## src/rtl/clk_ctrl_pkg.sv

```systemverilog
// Shared definitions for the clock-gating controller: FSM state encoding and
// default wake-up / idle timing constants used by the system top-level.
package clk_ctrl_pkg;

    localparam int STATE_W = 2;

    typedef enum logic [STATE_W-1:0] {
        OFF  = 2'd0,
        WAKE = 2'd1,
        ON   = 2'd2,
        HOLD = 2'd3
    } state_t;

    localparam int unsigned DEF_WAKE_CYC = 2;
    localparam int unsigned DEF_IDLE_CYC = 4;
    localparam int unsigned DEF_CNT_W    = 4;

endpackage

```

## src/rtl/clk_gate_ctrl.sv

```systemverilog
// Clock-enable controller for a latch-based gating cell: clk_en one edge after req, ack WAKE_CYC edges later,
// clk_en drops after IDLE_CYC idle edges in HOLD; test_en forces the enable on combinationally.
module clk_gate_ctrl
    import clk_ctrl_pkg::*;
#(
    parameter int unsigned WAKE_CYC = DEF_WAKE_CYC,
    parameter int unsigned IDLE_CYC = DEF_IDLE_CYC,
    parameter int unsigned CNT_W    = DEF_CNT_W
) (
    input  logic               clk,
    input  logic               rst,
    input  logic               req,
    input  logic               busy,
    input  logic               test_en,
    output logic               clk_en,
    output logic               ack,
    output logic               sleep_pls,
    output logic [STATE_W-1:0] state_o
);

    localparam logic [CNT_W-1:0] WAKE_LAST = CNT_W'(WAKE_CYC - 1);
    localparam logic [CNT_W-1:0] IDLE_LAST = CNT_W'(IDLE_CYC - 1);
    localparam logic [CNT_W-1:0] CNT_ONE   = CNT_W'(1);

    state_t           state, state_nxt;
    logic             en_r, en_nxt;
    logic             ack_r, ack_nxt;
    logic             sleep_r, sleep_nxt;
    logic [CNT_W-1:0] cnt, cnt_nxt;

    logic wake_cond;
    logic idle_cond;

    assign wake_cond = req | test_en;
    assign idle_cond = !req && !busy && !test_en;

    always_ff @(posedge clk or posedge rst) begin
        if (rst) begin
            state   <= OFF;
            en_r    <= 1'b0;
            ack_r   <= 1'b0;
            sleep_r <= 1'b0;
            cnt     <= '0;
        end else begin
            state   <= state_nxt;
            en_r    <= en_nxt;
            ack_r   <= ack_nxt;
            sleep_r <= sleep_nxt;
            cnt     <= cnt_nxt;
        end
    end

    always_comb begin
        state_nxt = state;
        en_nxt    = en_r;
        ack_nxt   = ack_r;
        sleep_nxt = 1'b0;
        cnt_nxt   = cnt;
        unique case (state)
            OFF: begin
                en_nxt  = 1'b0;
                ack_nxt = 1'b0;
                if (wake_cond) begin
                    state_nxt = WAKE;
                    en_nxt    = 1'b1;
                    cnt_nxt   = '0;
                end
            end
            // WAKE never aborts, so the enable is never a runt pulse.
            WAKE: begin
                en_nxt  = 1'b1;
                ack_nxt = 1'b0;
                if (cnt == WAKE_LAST) begin
                    state_nxt = ON;
                    ack_nxt   = 1'b1;
                end else begin
                    cnt_nxt = cnt + CNT_ONE;
                end
            end
            ON: begin
                en_nxt  = 1'b1;
                ack_nxt = 1'b1;
                if (idle_cond) begin
                    state_nxt = HOLD;
                    cnt_nxt   = '0;
                end
            end
            HOLD: begin
                en_nxt  = 1'b1;
                ack_nxt = 1'b1;
                // A new request beats the terminal count: the clock keeps running.
                if (!idle_cond) begin
                    state_nxt = ON;
                    cnt_nxt   = '0;
                end else if (cnt == IDLE_LAST) begin
                    state_nxt = OFF;
                    en_nxt    = 1'b0;
                    ack_nxt   = 1'b0;
                    sleep_nxt = 1'b1;
                end else begin
                    cnt_nxt = cnt + CNT_ONE;
                end
            end
            default: state_nxt = OFF;
        endcase
    end

    assign clk_en    = en_r | test_en;
    assign ack       = ack_r;
    assign sleep_pls = sleep_r;
    assign state_o   = state;

endmodule

```

## config.mk

```make
export PLATFORM = sky130hd
export DESIGN_NAME = clk_gate_ctrl
export DESIGN_NICKNAME = d
export VERILOG_FILES = /design/src/rtl/clk_ctrl_pkg.sv /design/src/rtl/clk_gate_ctrl.sv
export SDC_FILE = /design/constraint.sdc
export NUM_CORES = 1
export LEC_CHECK = 0
export ABC_AREA = 1
export CAP_MARGIN = 10
export CORE_MARGIN = 8
export CORE_UTILIZATION = 52
export DETAILED_ROUTE_END_ITERATION = 10
export GPL_ROUTABILITY_DRIVEN = 0
export PLACE_DENSITY = 0.76
export SYNTH_ARGS = -nofsm -noshare
export SYNTH_HDL_FRONTEND = slang
export SYNTH_SLANG_ARGS = --single-unit
```

## constraint.sdc

```tcl
create_clock -name clk -period 1.46 [get_ports clk]
set_input_delay 0.292 -clock clk [delete_from_list [all_inputs] [get_ports clk]]
set_output_delay 0.292 -clock clk [all_outputs]
set_load 0.1 [all_outputs]
```

==> results of run 1 <==
[per-stage QoR]
stage	hold WS [ns]	total power (uW)	util (%)
6_report	0.290	1950	72.9
5_1_grt	0.320	2090	72.9
4_1_cts	0.296	1940	72.2
3_5_place_dp	0.587	1730	70.3
3_3_place_gp	0.571	1680	70.3
2_1_floorplan	0.120	1350	-
[path summary, 6_finish.rpt]
check	startpoint	endpoint	slack, ns
worst max register to register	state_o[0]	cnt[2]	0.10
worst min-delay path	rst	cnt[0]	0.29
worst max-delay path	en_r	clk_en	0.07
worst min register to register	cnt[3]	cnt[3]	0.61
max in group asynchronous	rst	state_o[1]	0.88
min in group clk	test_en	sleep_pls	0.56
[layout make-up]
cell class / count / area [sq um] / area share, %
inverter: 13 / 48.8 / 5.08
multi-input combinational: 72 / 480 / 50.0
tap: 15 / 18.8 / 1.95
timing repair buffer: 11 / 154 / 16.0
clock buffer: 4 / 26.3 / 2.73
sequential: 9 / 233 / 24.2
[cell families (layout without fill, tap and decap cells)]
logic type      Yosys count  count (layout)  share of synthesized area [%]
flops                     9               9                           30.5
xor+xnor                  1               1                           1.18
simple gates             57              57                           45.2
buf+inv                  13              28                           6.60
fa+ha+maj                 7               7                           11.8
compound gates            7               7                           4.74
[synthesized netlist by cell type, drive strengths merged]
master / number / area share, %
xor2: 1 / 1.2
inv: 13 / 6.6
nand4: 2 / 1.7
or2: 1 / 0.85
ha: 7 / 12
nor2: 9 / 9.8
nand2: 36 / 21
a21oi: 2 / 1.4
nand3: 9 / 12
o21ai: 5 / 3.4
dfrtp: 9 / 30
[registers in the layout, indices dropped and copies added (netlist names)]
name       flops
cnt            4
en_r           1
sleep_pls      1
ack            1
state_o        2
[metal layers]
metal,track usage [%],share of wire (%)
met5,0,0
met4,7.56,2.5
met3,4.68,6.6
met2,20.5,48
met1,14.5,43
[what timing repair did]
item,4_1_cts,5_1_grt
endpoints found under the setup margin,1,2
buffers inserted,0,0
resized for setup,1,1
[where the power goes]
group / leakage (uW) / switching, uW / internal, uW
sequential: 0.000115 / 124 / 350
clock: 0.0000150 / 91.0 / 106
combinational: 0.000394 / 815 / 460
==> key figures, run 1 <==
Clocking
  • CTS tree: yes
  • CTS sink cnt: 9
  • Clock Path Buffers: 2
  • Clock slew at reported path FFs: 0.06 ns
  • Root buffer selected by CTS: clkbuf_4
  • Htree depth: 1
  • Inserted Clock Buffers: 3
  • Hold Buf Count CTS: 0
  • Worst-Skew Late Latency: 0.26 ns

Global route
  • Vias in the first global route: 612
  • Total GRT Usage: 12.9%
  • Antenna violations before repair: 0
  • Largest net degree at the start of global routing: 10
  • Grt total ovfl: 0
  • First-pass GRT wire length: 2670 microns

Worst setup path
  • WP depth: 2
  • Worst-path cell chain: or2_2 > buf_12
  • CP bufs+invs: 1
  • Crit path max-delay family: flip-flops
  • Worst path max stage delay: 0.36 ns
  • Critical-path maximum fanout: 1
  • CP arrival: 1.10 ns
  • Critical path type: reg2out
  • Path depth of the worst reg2reg path: 6
  • WP data required: 1.17 ns
  • Worst path slowest cell: dfrtp_1
  • CP Capture Type: output port
  • Critical path startpoint category: flop

Timing
  • Max frequency: 721 MHz
  • Final Hold Vio Count: 0
  • Setup_tns: 0 ns
  • Crit share post-route: 95.0%
  • Slew margin rel.: 75.5%
  • Min Tclk post-route: 1.39 ns
  • Final setup vio count: 0
  • Worst slew pin tran: 0.366 ns
  • Clock skew: 0.000424 ns
  • Post-route worst setup slack: 0.0724 ns
  • Max Transition Viols Final: 0
  • RSZ-0062 raised after global routing: no

Synth
  • Synth cell types: 18
  • Syn_area_per_cell: 7.87 sq um
  • Sequential area share after synthesis: 30.5%
  • Mapped Area: 739 sq um
  • Syn Inst Count: 94
  • Yosys reg bits: 9
  • Yosys warns: 0
  • Net Count, Synth: 106

Placement
  • Dpl cells: 120
  • HPWL Detailed: 1330 microns
  • I/O Buffers: 9
  • Place WS: -0.153 ns
  • Dpl cell area: 926 sq um

Drt
  • Vias: 648
  • WL/cell: 12.8 microns
  • WL final: 1590 microns
  • DRC errors left: 0
  • Mean number of vias per cell: 5.23
  • ANT nets after route: 0
  • Drt pass-1 iters: 4
  • Starting DRT DRC Count: 9

Floorplan
  • Die Ht: 53.7 microns
  • Row count: 13
  • Top Ports: 10
  • Starting Density: 56.1%
  • Overall die area: 2880 sq um
  • Core Area: 1320 sq um
  • Floorplan die width: 53.7 microns

Layout
  • Most common cell after layout, fill and taps aside: nand2_1
  • Fin nets: 122
  • FILL cells: 108
  • Final Cell Area: 961 sq um
  • Most frequent cells in the layout: nand2_1 (33), inv_1 (10), dfrtp_1 (7)
  • Ant. Diodes: 0
  • Share of cells above drive strength 1: 27.5%
  • P&R area growth vs syn: 29.9%
  • Post-Layout Cell Count: 124

Power and ir drop
  • Maximum vdd drop: 0.00214 V
  • P_leak: 0.000523 uW
  • Pwr/cell area: 2030 nW/um^2

Outcome
  • Status: finished clean

Min path
  • Min-Delay Path Class: in2async

Flow run
  • Max cap viols: 0
(Power assumes the default switching activity.)
==> run 2, diff against run 1 <==
SLEW_MARGIN = 10   (was not set)
==> results of run 2 <==
Same layout as run 1: the final DEF is identical, and so are final timing and power.
